--- src/rtl/hilo_acc_bank.sv ---
// hilo_acc_bank: bank of NUM_ACC HI/LO accumulator pairs behind a one-entry
// pending write stage, with read-side forwarding and sticky signed-overflow flags.
module hilo_acc_bank #(
  parameter  int DATA_W  = 32,
  parameter  int NUM_ACC = 4,
  localparam int IDX_W   = (NUM_ACC > 1) ? $clog2(NUM_ACC) : 1
) (
  input  logic                clk,
  input  logic                rst,
  input  logic                we,
  input  logic [IDX_W-1:0]    wr_idx,
  input  logic [2:0]          op,
  input  logic [DATA_W-1:0]   hi_i,
  input  logic [DATA_W-1:0]   lo_i,
  input  logic [2*DATA_W-1:0] prod_i,
  input  logic                stall,
  input  logic                flush,
  input  logic [IDX_W-1:0]    rd_idx,
  output logic [DATA_W-1:0]   hi_o,
  output logic [DATA_W-1:0]   lo_o,
  output logic [NUM_ACC-1:0]  ovf_o,
  output logic                pend_o,
  output logic                illegal_o
);

  localparam int ACC_W = 2 * DATA_W;

  typedef enum logic [2:0] {
    OP_WRITE_BOTH = 3'b000,
    OP_WRITE_HI   = 3'b001,
    OP_WRITE_LO   = 3'b010,
    OP_ACC_ADD    = 3'b011,
    OP_ACC_SUB    = 3'b100
  } op_e;

  // Signed overflow of a + b: operands agree in sign, result does not.
  function automatic logic add_ovf(input logic a_sgn, input logic b_sgn, input logic r_sgn);
    return (a_sgn == b_sgn) && (r_sgn != a_sgn);
  endfunction

  // Signed overflow of a - b: operands differ in sign, result leaves the minuend's sign.
  function automatic logic sub_ovf(input logic a_sgn, input logic b_sgn, input logic r_sgn);
    return (a_sgn != b_sgn) && (r_sgn != a_sgn);
  endfunction

  logic [DATA_W-1:0]  acc_hi_r [NUM_ACC];
  logic [DATA_W-1:0]  acc_lo_r [NUM_ACC];
  logic [NUM_ACC-1:0] ovf_r;
  logic               illegal_r;

  logic               p_valid_r;
  logic [IDX_W-1:0]   p_idx_r;
  logic [2:0]         p_op_r;
  logic [DATA_W-1:0]  p_hi_r;
  logic [DATA_W-1:0]  p_lo_r;
  logic [ACC_W-1:0]   p_prod_r;

  logic               accept_s;
  logic               commit_s;
  logic [ACC_W-1:0]   cur_acc_s;
  logic [ACC_W-1:0]   sum_s;
  logic [ACC_W-1:0]   diff_s;
  logic [DATA_W-1:0]  nxt_hi_s;
  logic [DATA_W-1:0]  nxt_lo_s;
  logic               nxt_ovf_s;
  logic               p_illegal_s;

  assign accept_s  = we && !stall && !flush;
  assign commit_s  = p_valid_r && !stall && !flush;

  // Arithmetic always reads the live array so back-to-back ACC ops chain without bubbles.
  assign cur_acc_s = {acc_hi_r[p_idx_r], acc_lo_r[p_idx_r]};
  assign sum_s     = cur_acc_s + p_prod_r;
  assign diff_s    = cur_acc_s - p_prod_r;

  // Value the pending entry would commit into its pair (also the forwarding source).
  always_comb begin
    nxt_hi_s    = acc_hi_r[p_idx_r];
    nxt_lo_s    = acc_lo_r[p_idx_r];
    nxt_ovf_s   = ovf_r[p_idx_r];
    p_illegal_s = 1'b0;
    case (p_op_r)
      OP_WRITE_BOTH: begin
        nxt_hi_s  = p_hi_r;
        nxt_lo_s  = p_lo_r;
        nxt_ovf_s = 1'b0;
      end
      OP_WRITE_HI: begin
        nxt_hi_s = p_hi_r;
      end
      OP_WRITE_LO: begin
        nxt_lo_s = p_lo_r;
      end
      OP_ACC_ADD: begin
        {nxt_hi_s, nxt_lo_s} = sum_s;
        nxt_ovf_s = ovf_r[p_idx_r] |
                    add_ovf(cur_acc_s[ACC_W-1], p_prod_r[ACC_W-1], sum_s[ACC_W-1]);
      end
      OP_ACC_SUB: begin
        {nxt_hi_s, nxt_lo_s} = diff_s;
        nxt_ovf_s = ovf_r[p_idx_r] |
                    sub_ovf(cur_acc_s[ACC_W-1], p_prod_r[ACC_W-1], diff_s[ACC_W-1]);
      end
      default: begin
        p_illegal_s = 1'b1;
      end
    endcase
  end

  // Read port: a valid pending entry for the selected pair wins, regardless of stall/flush.
  always_comb begin
    if (p_valid_r && (rd_idx == p_idx_r)) begin
      hi_o = nxt_hi_s;
      lo_o = nxt_lo_s;
    end else begin
      hi_o = acc_hi_r[rd_idx];
      lo_o = acc_lo_r[rd_idx];
    end
  end

  // Pending stage: flush kills, stall holds, otherwise load (or empty) each cycle.
  always_ff @(posedge clk or negedge rst) begin
    if (!rst) begin
      p_valid_r <= 1'b0;
      p_idx_r   <= {IDX_W{1'b0}};
      p_op_r    <= 3'b000;
      p_hi_r    <= {DATA_W{1'b0}};
      p_lo_r    <= {DATA_W{1'b0}};
      p_prod_r  <= {ACC_W{1'b0}};
    end else if (flush) begin
      p_valid_r <= 1'b0;
    end else if (stall) begin
      p_valid_r <= p_valid_r;
    end else begin
      p_valid_r <= accept_s;
      if (accept_s) begin
        p_idx_r  <= wr_idx;
        p_op_r   <= op;
        p_hi_r   <= hi_i;
        p_lo_r   <= lo_i;
        p_prod_r <= prod_i;
      end
    end
  end

  // Accumulator array and sticky overflow flags; illegal ops recommit the old value.
  always_ff @(posedge clk or negedge rst) begin
    if (!rst) begin
      for (int i = 0; i < NUM_ACC; i++) begin
        acc_hi_r[i] <= {DATA_W{1'b0}};
        acc_lo_r[i] <= {DATA_W{1'b0}};
      end
      ovf_r <= {NUM_ACC{1'b0}};
    end else if (commit_s) begin
      acc_hi_r[p_idx_r] <= nxt_hi_s;
      acc_lo_r[p_idx_r] <= nxt_lo_s;
      ovf_r[p_idx_r]    <= nxt_ovf_s;
    end
  end

  // One-cycle pulse following the commit of an illegal op.
  always_ff @(posedge clk or negedge rst) begin
    if (!rst) begin
      illegal_r <= 1'b0;
    end else begin
      illegal_r <= commit_s && p_illegal_s;
    end
  end

  assign ovf_o     = ovf_r;
  assign pend_o    = p_valid_r;
  assign illegal_o = illegal_r;

endmodule
--- config.mk ---
export PLATFORM = sky130hd
export DESIGN_NAME = hilo_acc_bank
export DESIGN_NICKNAME = d
export VERILOG_FILES = /design/src/rtl/hilo_acc_bank.sv
export SDC_FILE = /design/constraint.sdc
export NUM_CORES = 1
export LEC_CHECK = 0
export CAP_MARGIN = 20
export CORE_ASPECT_RATIO = 0.8
export CORE_UTILIZATION = 51
export CTS_CLUSTER_SIZE = 30
export DETAILED_ROUTE_END_ITERATION = 10
export GPL_ROUTABILITY_DRIVEN = 0
export PLACE_DENSITY = 0.67
export SYNTH_ARGS = -nofsm -noshare
export SYNTH_HDL_FRONTEND = slang
export SYNTH_SLANG_ARGS = --single-unit
--- constraint.sdc ---
create_clock -name clk -period 10.15 [get_ports clk]
set_input_delay 2.5375 -clock clk [delete_from_list [all_inputs] [get_ports clk]]
set_output_delay 2.5375 -clock clk [all_outputs]
set_load 0.05 [all_outputs]
# Word-level counts from Yosys, hierarchy flattened
# Cells that the tools add are included.
totals:
  out_inout_bits: 70
  reg_bits: 395
  input_bits: 140
  elab_cells: 85
classes:
  n_eq_ne: 10
  n_lt_le_gt_ge: 5
  n_reduce_logical: 17
  n_addsub: 2
  bitwise_logic: 6
  mux: 29
ops:
  columns: ["op", "count"]
  rows:
  - ["32-bit two-way mux", 11]
  - ["32-bit binary-select mux with 2-bit select", 4]
  - ["128-bit bitwise mux", 2]
  - ["32-bit case mux with 3 select lines", 2]
  - ["64-bit adder", 1]
  - ["32-bit demux with 2-bit select", 1]
  - ["64-bit subtractor", 1]
  - ["1-bit logical AND", 10]
  - ["3-bit by 2-bit == test with 1-bit output (second input constant)", 2]
  - ["3-bit greater-or-equal comparator (second input constant)", 2]
  - ["2-bit inverter with 3-bit output", 2]
  - ["1-bit two-way mux", 5]
  - ["5-bit OR reduction", 1]
  - ["4-bit bitwise mux", 1]
  - ["2-bit OR reduction", 2]
  - ["3-bit by 1-bit == test with 1-bit output (second input constant)", 1]
  - ["3-bit == test (second input constant)", 1]
  - ["3-bit logical NOT", 1]
  - ["2-bit by 3-bit less-than comparator with 1-bit output (second input constant)", 1]
  - ["3-bit by 1-bit less-than comparator with 1-bit output (second input constant)", 1]
  - ["1-bit inequality test", 3]
  - ["1-bit case mux with 3 select lines", 1]
  - ["3-bit AND reduction", 1]
  - ["1-bit binary-select mux with 2-bit select", 1]
  - ["other kinds (8)", 11]

# Depth between registers and ports, before layout
logic_depth:
  depth_word: 10
  ltp_mapped: 22
  mapped_depth_nobuf: 19

# Worst setup path after synthesis
# Ideal clock, no wire load.
synth_timing:
  path_kind: "register to output"
  startpoint: "register p_idx_r[0]"
  endpoint: "output hi_o[21]"
  path_buffers: 4
  arrival_time_ns: 5.709
  path_stages_with_launch: 19
  slack_ns: 1.904
  t_required_ns: 7.613
  cell_sequence: "dfrtp_1 buf_2 clkbuf_1 buf_1 mux4_2 ha_1 buf_6 a21o_1 a31oi_1 a2111oi_0 o21ai_1 a21oi_1 o2111ai_1 a21oi_2 a21oi_1 o21bai_1 mux2i_1 a21oi_1 o21ai_0"
synth_via:
  elab_chain_cells: 7
  elab_cells_between_ends: 13
  cone_classes: "2 x add/sub; 1 x eq/ne; 8 x mux; 1 x bitwise; 1 x reduce/logical"
synth_rtl:
  columns: ["item", "line_no", "rtl"]
  rows:
  - ["start, declared", "52", "logic [IDX_W-1:0] p_idx_r;"]
  - ["start signal, assigned", "125", "p_idx_r <= {IDX_W{1'b0}};"]
  - ["start signal, assigned", "137", "p_idx_r <= wr_idx;"]
  - ["2-bit inverter with 3-bit output (not written as such)", "72, 78", null]
  - ["32-bit binary-select mux with 2-bit select (on tied branches)", "72, 78", null]
  - ["32-bit two-way mux (on tied branches) (2 in series)", "72, 78", null]
  - ["64-bit subtractor or 64-bit adder (tied branches)", "74, 73", null]
  - ["32-bit case mux with 3 select lines", "82", "case (p_op_r)"]
  - ["32-bit two-way mux *", "112", "if (p_valid_r && (rd_idx == p_idx_r)) begin"]
  - ["end, declared", "19", "output logic [DATA_W-1:0] hi_o,"]
# Mark *: on every way between the ends. The rest lies on a longest branch, timed or not. The select of a mux whose other input is x is not followed.

# Worst setup path in the final report
layout_timing:
  startpoint: "register p_idx_r[0]"
  endpoint: "output hi_o[16]"
# Same word-level chain as after synthesis.

==> impl_metrics.csv <==
group,metric,value,unit
status,outcome,"completed",
worst_hold_path,holdCritPathClass,"flop to flop",
synthesis,synth.lib_cells_used.distinct,96,
finish,nFillCells,4374,
power_and_ir_drop,cell_internal_power_dissipation,0.00539,W
timing,max_slew.worst_pin.slew,1130,ps
floorplan,fp.dieArea,0.0549,mm2
clock_tree,cts_made_buffers,43,
placement,dp_cells,3528,
synthesis,synth_edf_count,0,
detailed_routing,via_total_after_detailed_routing,24200,
placement,post-dp-hpwl,64300,um
finish,stdcell_area,0.0317,mm2
timing,hold_viol_final,0,
synthesis,synth_seq_cells,395,
clock_tree,cts_post_setup_buffers_inserted,0,
setup_path,required,7610,ps
placement,post_dp_cell_area,0.0301,mm2
power_and_ir_drop,power_density,324,mW/mm2
power_and_ir_drop,power.static_leakage,13.7,nW
power_and_ir_drop,switching_pwr,0.00486,W
power_and_ir_drop,power.share.switching,0.474,
timing,drv_slew,0,
timing,rsz0062_at_grt,"no",
finish,n_antenna_cell,0,
detailed_routing,first_iter_violations,2932,
power_and_ir_drop,power.clock.fraction,0.166,
grt,grt_start_max_net_pins,174,
timing,clock_skew,35.5,ps
setup_path,timing.critical_path.from_type,"flop",
detailed_routing,final_antenna_net_count,0,
setup_path,timing_worst_setup_path_type,"flop to output port",
finish,design.final.nets,3155,
synthesis,syn_inst,2778,
synthesis,yosys_most_used_dff,"sky130_fd_sc_hd__dfrtp_1",
power_and_ir_drop,ir_drop,0.215,mV
detailed_routing,wl_per_cell,25.1,um
floorplan,fp.dieW,262,um
timing,fin_crit,9850,ps
finish,layout.cells.non_filler,3610,
synthesis,seq_area_frac_synth,0.359,
clock_tree,insertion_delay_of_the_later_clocked_pin_in_the_worst_skew_pair,600,ps
detailed_routing,postRouteWirelength,90500,um
clock_tree,cts_hold_buffers,0,
synthesis,synth_area_per_cell,9.91,um2
clock_tree,cts_resized,0,
finish,syn2layout_area_growth,15.1,%
floorplan,initial_cell_density_of_the_core,0.521,
clock_tree,cts_sinks,395,
timing,period_share,0.970,
placement,port_buffers,209,
timing,maxClockFrequency,102,MHz
synthesis,syn-num-nets,3049,
synthesis,ys_async_sr_fraction,1.00,
clock_tree,ctsLongestPathBuffers,3,
grt,grt_use_total,0.332,
floorplan,std_cell_rows,75,
run,cap_violations,0,
grt,globalRoute.totalOverflow,0,
timing,setup_viol,0,
floorplan,area_of_the_core,0.0528,mm2
setup_path,worst-path-max-fanout,28,
power_and_ir_drop,p_comb_frac,0.590,
power_and_ir_drop,p_seq_frac,0.244,
detailed_routing,post-route-drc-count,0,
clock_tree,htreeDepth,2,
grt,number_of_global_route_vias_before_repair,23900,
grt,grt_first_pass_wirelength,141000,um
finish,final_layout_size_suffix_gt1_frac,0.202,
clock_tree,clock-root-buffer,"sky130_fd_sc_hd__clkbuf_16",
synthesis,synthesis.area,0.0275,mm2
detailed_routing,drt_pass1_iterations,6,
synthesis,synth-warning-count,0,
floorplan,floorplan.die.height,210,um
finish,final-seq-area,0.00989,mm2
setup_path,worstPathArrival,7310,ps
clock_tree,clkSlewWorstSetupHoldPaths,60,ps
detailed_routing,post_drt_via_cell_ratio,6.70,
setup_path,setup.worst_path.end_class,"output port",
timing,setup_tns,0,ps
floorplan,num_io_pins,210,
timing,maxSlewHeadroom,0.248,
clock_tree,tritoncts,"built",
grt,antenna_violations_before_repair,1,
finish,multi_input_area,0.0164,mm2
flip-flops by register name, indices dropped and copies added, names as in the netlist:
register and count:
p_hi_r 32, illegal_o 1, p_idx_r 2, p_lo_r 32
p_op_r 3, acc_lo_r 128, p_prod_r 64, pend_o 1
ovf_o 4, acc_hi_r 128
area by class of cell:
cell class | instances | area share
Clock buffer | 62 | 0.0394
Clock inverter | 16 | 0.00802
Inverter | 145 | 0.0172
Multi-Input combinational cell | 2052 | 0.518
Sequential cell | 395 | 0.312
Tap cell | 693 | 0.0274
Timing Repair Buffer | 247 | 0.0775
cells by family (layout without fill, tap and decap cells):
kind of cell               count (synthesis)  after routing  synth area share
adders and majority gates                131            131            0.0601
DFF                                      395            395             0.359
buffers and inverters                    331            470            0.0469
muxes                                    427            427             0.227
and+or+nand+nor                          674            674             0.110
AOI/OAI and AO/OA                        791            791             0.188
xor gates and xnor gates                  29             29           0.00923
per-stage QoR:
step	power [W]	setup slack [ps]	hold slack [ps]	utilization
2_1_floorplan	0.00666	1900	450	-
3_3_place_gp	0.00822	1150	467	0.569
3_5_place_dp	0.00835	1150	484	0.569
4_1_cts	0.0101	477	503	0.598
5_1_grt	0.0108	74.7	519	0.600
6_report	0.0103	301	501	0.600
path summary, 6_finish.rpt:
path | to | cells after the start | slack, ps | startpoint
setup reg to reg | acc_hi_r[115]$_DFFE_PN0P_ | 15 | 4060 | p_idx_r[0]$_DFFE_PN0P_
max in group asynchronous | p_hi_r[9]$_DFFE_PN0P_ | 2 | 6880 | rst
hold reg to reg | acc_lo_r[19]$_DFFE_PN0P_ | 2 | 500 | acc_lo_r[19]$_DFFE_PN0P_
hold / removal | acc_lo_r[19]$_DFFE_PN0P_ | 2 | 500 | acc_lo_r[19]$_DFFE_PN0P_
min in group asynchronous | p_lo_r[23]$_DFFE_PN0P_ | 1 | 1910 | rst
setup / recovery | hi_o[16] | 18 | 300 | p_idx_r[0]$_DFFE_PN0P_
worst max-delay path: stages (launching register included):
cell and delay (ps):
sky130_fd_sc_hd__dfrtp_4 830, sky130_fd_sc_hd__mux2_2 400, sky130_fd_sc_hd__o21ai_0 330, sky130_fd_sc_hd__ha_1 240, sky130_fd_sc_hd__inv_1 60, sky130_fd_sc_hd__fa_1 440
sky130_fd_sc_hd__a21o_1 240, sky130_fd_sc_hd__a221oi_4 390, sky130_fd_sc_hd__nor3_1 100, sky130_fd_sc_hd__a211o_1 370, sky130_fd_sc_hd__a221oi_1 540, sky130_fd_sc_hd__nor2_1 150
sky130_fd_sc_hd__a31oi_1 400, sky130_fd_sc_hd__nand2b_1 330, sky130_fd_sc_hd__o21ai_1 200, sky130_fd_sc_hd__xnor2_1 160, sky130_fd_sc_hd__o221ai_1 490, sky130_fd_sc_hd__mux2_1 220
sky130_fd_sc_hd__clkdlybuf4s50_1 800
Yosys cell counts, types with 27 or more instances:
| cell type | number | area (um2) |
|---|---|---|
| sky130_fd_sc_hd__a21oi_1 | 212 | 1060 |
| sky130_fd_sc_hd__a21o_1 | 27 | 203 |
| sky130_fd_sc_hd__o21bai_1 | 41 | 308 |
| sky130_fd_sc_hd__inv_1 | 139 | 522 |
| sky130_fd_sc_hd__o21ai_1 | 33 | 165 |
| sky130_fd_sc_hd__nor2_1 | 183 | 687 |
| sky130_fd_sc_hd__o21ai_0 | 166 | 831 |
| sky130_fd_sc_hd__a221oi_1 | 35 | 307 |
| sky130_fd_sc_hd__nand2_1 | 288 | 1080 |
| sky130_fd_sc_hd__clkbuf_1 | 149 | 559 |
| sky130_fd_sc_hd__ha_1 | 129 | 1610 |
| sky130_fd_sc_hd__nand3_1 | 34 | 170 |
| sky130_fd_sc_hd__o31ai_1 | 28 | 210 |
| sky130_fd_sc_hd__nor3_1 | 37 | 185 |
| sky130_fd_sc_hd__xnor2_1 | 27 | 236 |
| sky130_fd_sc_hd__mux4_2 | 128 | 2880 |
| sky130_fd_sc_hd__dfrtp_1 | 395 | 9880 |
| sky130_fd_sc_hd__o22ai_1 | 38 | 238 |
| sky130_fd_sc_hd__mux2_2 | 289 | 3250 |
cell usage in the layout (no fill, tap or decap), types with 41 or more instances in the layout:
master	count
sky130_fd_sc_hd__mux4_2	128
sky130_fd_sc_hd__inv_1	139
sky130_fd_sc_hd__o21ai_0	166
sky130_fd_sc_hd__o21bai_1	41
sky130_fd_sc_hd__nand2_1	286
sky130_fd_sc_hd__nor2_1	179
sky130_fd_sc_hd__ha_1	129
sky130_fd_sc_hd__dfrtp_1	393
sky130_fd_sc_hd__clkdlybuf4s50_1	206
sky130_fd_sc_hd__mux2_2	289
sky130_fd_sc_hd__a21oi_1	212
sky130_fd_sc_hd__clkbuf_16	44
layer usage:
metal | global-route usage | up-vias | part of all wire
li1 | - | 10500 | -
met1 | 0.502 | 12200 | 0.44
met2 | 0.471 | 1337 | 0.42
met3 | 0.0732 | 186 | 0.11
met4 | 0.101 | 2 | 0.029
met5 | 0 | - | 0.00011
power groups by stage:
stage | clock [W] | combinational (W) | sequential (W)
floorplan | 0 | 0.00431 | 0.00234
global placement | 0 | 0.00576 | 0.00246
detailed placement | 0 | 0.00583 | 0.00251
CTS | 0.00172 | 0.00587 | 0.00249
global route | 0.00179 | 0.00646 | 0.00257
finish | 0.00170 | 0.00605 | 0.00250
Note: power is estimated with default switching activity, not from simulation.
